--- src/rtl/uart_tx_frame_if.sv ---
// Byte-wide valid/ready handshake feeding the UART transmitter.
interface uart_tx_frame_if;
  logic [7:0] TX_DATA;
  logic       TX_VALID;
  logic       TX_READY;

  modport master (output TX_DATA, output TX_VALID, input TX_READY);
  modport slave  (input TX_DATA, input TX_VALID, output TX_READY);
endinterface

--- src/rtl/uart_tx_frame.sv ---
// UART transmitter: latches one byte per handshake and shifts out
// start, 8 data bits LSB-first, optional parity and 1 or 2 stop bits.
module uart_tx_frame #(
  parameter int CLKS_PER_BIT = 434,
  parameter int PARITY       = 0,
  parameter int STOP_BITS    = 1
) (
  input  logic           FPGA_CLK,
  input  logic           RST_N,
  uart_tx_frame_if.slave tx,
  output logic           UART_TXD,
  output logic           TX_BUSY,
  output logic           TX_DONE
);
  localparam int                BAUD_W    = $clog2(CLKS_PER_BIT);
  localparam logic [BAUD_W-1:0] BAUD_LAST = BAUD_W'(CLKS_PER_BIT - 1);
  localparam logic [BAUD_W-1:0] BAUD_PRE  = BAUD_W'(CLKS_PER_BIT - 2);
  localparam bit                PAR_EN    = (PARITY == 1) || (PARITY == 2);
  localparam bit                PAR_ODD   = (PARITY == 1);
  localparam logic [2:0]        STOP_LAST = (STOP_BITS == 2) ? 3'd1 : 3'd0;

  typedef enum logic [2:0] {S_IDLE, S_START, S_DATA, S_PARITY, S_STOP} state_t;

  state_t            state;
  logic [BAUD_W-1:0] baud_cnt;
  logic [2:0]        bit_idx;
  logic [7:0]        shift_reg;
  logic              parity_bit;
  logic              rst_seen;
  logic              bit_end;

  assign bit_end     = (baud_cnt == BAUD_LAST);
  assign tx.TX_READY = (state == S_IDLE) && rst_seen;
  assign TX_BUSY     = (state != S_IDLE);

  always_ff @(posedge FPGA_CLK) begin
    if (!RST_N) begin
      // NOTE: sequential state uses non-blocking assignments so every flop
      // samples pre-edge values regardless of statement order.
      state    <= S_IDLE;
      baud_cnt <= '0;
      bit_idx  <= '0;
      UART_TXD <= 1'b1;
      TX_DONE  <= 1'b0;
      rst_seen <= 1'b0;
      // NOTE: shift_reg and parity_bit are pure datapath, always reloaded on
      // accept, so they are deliberately left out of reset.
    end else begin
      rst_seen <= 1'b1;
      TX_DONE  <= 1'b0;
      if (state != S_IDLE) baud_cnt <= bit_end ? '0 : baud_cnt + 1'b1;

      case (state)
        S_IDLE: begin
          if (tx.TX_VALID && tx.TX_READY) begin
            shift_reg  <= tx.TX_DATA;
            parity_bit <= (^tx.TX_DATA) ^ PAR_ODD;
            UART_TXD   <= 1'b0;
            state      <= S_START;
          end
        end
        S_START: begin
          if (bit_end) begin
            UART_TXD <= shift_reg[0];
            bit_idx  <= '0;
            state    <= S_DATA;
          end
        end
        S_DATA: begin
          if (bit_end) begin
            shift_reg <= {1'b0, shift_reg[7:1]};
            if (bit_idx == 3'd7) begin
              bit_idx <= '0;
              if (PAR_EN) begin
                UART_TXD <= parity_bit;
                state    <= S_PARITY;
              end else begin
                UART_TXD <= 1'b1;
                state    <= S_STOP;
              end
            end else begin
              UART_TXD <= shift_reg[1];
              bit_idx  <= bit_idx + 1'b1;
            end
          end
        end
        S_PARITY: begin
          if (bit_end) begin
            UART_TXD <= 1'b1;
            state    <= S_STOP;
          end
        end
        S_STOP: begin
          // Raised one edge early so the registered pulse sits on the final stop cycle.
          if (bit_idx == STOP_LAST && baud_cnt == BAUD_PRE) TX_DONE <= 1'b1;
          if (bit_end) begin
            if (bit_idx == STOP_LAST) begin
              bit_idx <= '0;
              state   <= S_IDLE;
            end else begin
              bit_idx <= bit_idx + 1'b1;
            end
          end
        end
        default: state <= S_IDLE;
      endcase
    end
  end
endmodule

--- src/flat_wrapper.sv ---
// flat-port wrapper written by rule: the top's interface ports become plain ports
module uart_tx_frame_flat 
#(
  parameter int CLKS_PER_BIT = 434,
  parameter int PARITY       = 0,
  parameter int STOP_BITS    = 1
)
  (FPGA_CLK, RST_N, UART_TXD, TX_BUSY, TX_DONE, tx_TX_DATA, tx_TX_VALID, tx_TX_READY);
  uart_tx_frame_if tx_i ();
  input  logic FPGA_CLK;
  input  logic RST_N;
  output logic UART_TXD;
  output logic TX_BUSY;
  output logic TX_DONE;
  input wire logic [$bits(tx_i.TX_DATA)-1:0] tx_TX_DATA;
  input wire logic [$bits(tx_i.TX_VALID)-1:0] tx_TX_VALID;
  output wire logic [$bits(tx_i.TX_READY)-1:0] tx_TX_READY;
  assign tx_i.TX_DATA = tx_TX_DATA;
  assign tx_i.TX_VALID = tx_TX_VALID;
  assign tx_TX_READY = tx_i.TX_READY;
  uart_tx_frame #(.CLKS_PER_BIT(CLKS_PER_BIT), .PARITY(PARITY), .STOP_BITS(STOP_BITS)) u_core (.FPGA_CLK(FPGA_CLK), .RST_N(RST_N), .tx(tx_i), .UART_TXD(UART_TXD), .TX_BUSY(TX_BUSY), .TX_DONE(TX_DONE));
endmodule
--- config.mk ---
export PLATFORM = sky130hd
export DESIGN_NAME = uart_tx_frame_flat
export DESIGN_NICKNAME = d
export VERILOG_FILES = /design/src/rtl/uart_tx_frame_if.sv /design/src/rtl/uart_tx_frame.sv /design/src/flat_wrapper.sv
export SDC_FILE = /design/constraint.sdc
export NUM_CORES = 1
export LEC_CHECK = 0
export BUFFER_PORTS_ARGS = -buffer_cell sky130_fd_sc_hd__clkbuf_2
export CAP_MARGIN = 30
export CELL_PAD_IN_SITES_DETAIL_PLACEMENT = 0
export CELL_PAD_IN_SITES_GLOBAL_PLACEMENT = 1
export CORE_UTILIZATION = 48
export CTS_CLUSTER_SIZE = 24
export DETAILED_ROUTE_END_ITERATION = 10
export GPL_ROUTABILITY_DRIVEN = 0
export PLACE_DENSITY_LB_ADDON = 0.2
export SLEW_MARGIN = 5
export SYNTH_ARGS = -nofsm -noshare
export SYNTH_HDL_FRONTEND = slang
export SYNTH_SLANG_ARGS = --single-unit
--- constraint.sdc ---
create_clock -name FPGA_CLK -period 4 [get_ports FPGA_CLK]
set_input_delay 0.4 -clock FPGA_CLK [delete_from_list [all_inputs] [get_ports FPGA_CLK]]
set_output_delay 0.4 -clock FPGA_CLK [all_outputs]
set_load 0.02 [all_outputs]
==> run_results.csv <==
group,metric,value,unit
routing,viasPerCell,5.62,
synth,syn-cell-area,1360,um^2
layout,n_fill_cell,255,
critical_path,critPathMaxStageDelay,0.62,ns
layout,fin_nets,164,
clock_tree,clk_path_buf_depth,2,
floorplanning,die_w,55.2,um
clock_tree,cts_buffers,3,
clock_tree,clockRootBuffer,"clkbuf_4",
floorplanning,start_util,0.529,
layout,diodes,0,
floorplanning,io_pins,15,
clock_tree,post_cts_buffers,0,
critical_path,cp_cell_sequence,"nor2_1, a21oi_1, nand3_1, a21oi_1",
global_routing,grt_max_degree,17,
synth,postSynthAreaPerCell,10.3,um^2
outcome,status,"finished, final reports clean",
global_routing,grt_use_total,0.172,
critical_path,reg2reg_setup_slack,1.99,ns
timing,slew-limit-headroom,0.479,
routing,firstDrtPassIters,4,
routing,vias,989,
synth,syn_inst,132,
clock_tree,clkTransAtPathRegs,0.14,ns
clock_tree,cts.sinks,26,
layout,drive_gt1_frac,0.260,
placement,dpl_cell_area,1420,um^2
layout,multi_input_area,686,um^2
power_and_ir_drop,irDropWorstVdd,0.000215,V
global_routing,antenna_found_initial,0,
power_and_ir_drop,power_density,343,nW/um^2
clock_tree,cts_hold_buf,0,
floorplanning,die_area,3040,um^2
routing,drc,0,
critical_path,end_kind,"register",
routing,dr.first_iter.drc_count,24,
run,drv_cap,0,
timing,setup-tns-final,0,ns
layout,final_area,1470,um^2
clock_tree,cts_resized,0,
routing,wl_per_cell,13.2,um
timing,tightest_slew,0.781,ns
timing,hold-worst-slack,0.364,ns
timing,finalHoldViolCount,0,
power_and_ir_drop,p_leak,0.567,nW
critical_path,crit_type,"reg -> reg",
timing,setup_violations,0,
critical_path,crit_path_frequent_cell,"a21oi_1",
synth,synthFlopType,"dfxtp_1",
layout,largest_register_ffs,9,
placement,io_buffers,14,
synth,yosysSeqAreaShare,0.442,
timing,finalCritPeriodShare,0.503,
layout,ff_latch_area,601,um^2
global_routing,grt_pass1_vias,840,
critical_path,cp-start-kind,"register",
clock_tree,clkLatencyLatePin,0.32,ns
floorplanning,die_y,55.2,um
layout,syn2layout_area_growth,8.48,%
min_path,hold_class,"in -> reg",
synth,syn-num-nets,149,
synth,synth.distinct_cells,37,
synth,synth_edf_count,8,
synth,async_flop_share,0,
floorplanning,core,2570,um^2
floorplanning,row_count,18,
critical_path,crit_slowest_cell,"a21oi_1",
timing,max_freq,497,MHz
critical_path,crit_buf_inv,0,
routing,routed_wl,2320,um
routing,ant_nets,0,
placement,place_hpwl,1700,um
critical_path,cp_max_fo,12,
synth,synth-seq-cells,26,
critical_path,crit_family,"compound AO/OA/AOI/OAI gates",
power_and_ir_drop,power.total,505,uW
timing,final.setup_skew,0.00136,ns
global_routing,grt_pass1_wl,3690,um
timing,grt_setup_unrepaired,"false",
timing,period_needed,2.01,ns
clock_tree,htreeDepth,1,
critical_path,worstPathArrival,1.98,ns
clock_tree,cts_tree,"built",
critical_path,required,3.97,ns
global_routing,gr-total-overflow,0,
synth,yosysWarnings,0,
timing,slew_violations,0,
==> routing by layer <==
metal / part of all wire / GRT usage / vias to the layer above
met5: 0 / 0 / -
met4: 0.013 / 0.0750 / 0
met3: 0.042 / 0.0328 / 4
met2: 0.43 / 0.243 / 26
met1: 0.52 / 0.252 / 465
li1: - / - / 494
==> final cells by class <==
type | instances | area share
multi-input combinational | 95 | 0.466
sequential | 26 | 0.408
timing repair buffer | 14 | 0.0476
tap | 30 | 0.0255
clock inverter | 1 | 0.0204
inverter | 7 | 0.0178
clock buffer | 3 | 0.0153
==> path summary, 6_finish.rpt <==
path / end / startpoint / depth (start not counted)
worst max register to register: u_core.shift_reg[1] / u_core.state[1] / 4
worst min register to register: u_core.bit_idx[2] / u_core.bit_idx[2] / 2
worst min-delay path: u_core.shift_reg[7] / tx_TX_DATA[7] / 2
worst max-delay path: u_core.shift_reg[1] / u_core.state[1] / 4
==> cells in the mapped netlist (4+ instances only) <==
cell,number,area [um^2]
a21oi_1,4,20.0
xor2_1,7,61.3
nor2_1,11,41.3
dfxtp_1,18,360
nand2_1,14,52.6
nand4_1,6,37.5
nor3_1,5,25.0
mux2_2,7,78.8
edfxtp_1,8,240
inv_1,7,26.3
ha_1,6,75.1
==> worst reg2reg max path, cell delays in order, from the launching register on <==
cell	delay, ns
dfxtp_1	0.58
nor2_1	0.14
a21oi_1	0.23
nand3_1	0.10
a21oi_1	0.62
==> power by group <==
group / internal, mW / total, mW / leakage, nW / switching (mW)
combinational: 0.0173 / 0.0402 / 0.319 / 0.0229
clock: 0.101 / 0.179 / 0.0279 / 0.0779
sequential: 0.280 / 0.286 / 0.220 / 0.00588
total: 0.399 / 0.505 / 0.567 / 0.107
==> cells by family after synthesis <==
family,synth area share
DFF,0.442
buffers and inverters,0.0525
and+or+nand+nor,0.224
AOI/OAI and AO/OA,0.104
adders and majority gates,0.0553
muxes,0.0765
xor gates and xnor gates,0.0452
==> metrics by stage <==
| step | worst slack [ns] | std cells | util |
|---|---|---|---|
| after global routing | 1.79 | 176 | 0.574 |
| after CTS | 1.99 | 176 | 0.574 |
| after global placement | 2.04 | 172 | 0.553 |
| final | 1.99 | 176 | 0.574 |
| after detailed placement | 2.01 | 172 | 0.553 |
| after floorplan | 2.32 | 132 | - |
==> placed cells by master (no fill, tap or decap), types with 3 or more instances in the layout <==
master    instances
dfxtp_1          18
nand2_1          14
clkbuf_2         14
nor2_1           11
edfxtp_1          8
inv_1             7
mux2_2            7
xor2_1            7
nand4_1           6
ha_1              6
nor3_1            5
a21oi_1           4
nand3_1           3
o21a_1            3
o21ai_0           3
clkbuf_4          3
(Power assumes the default switching activity.)
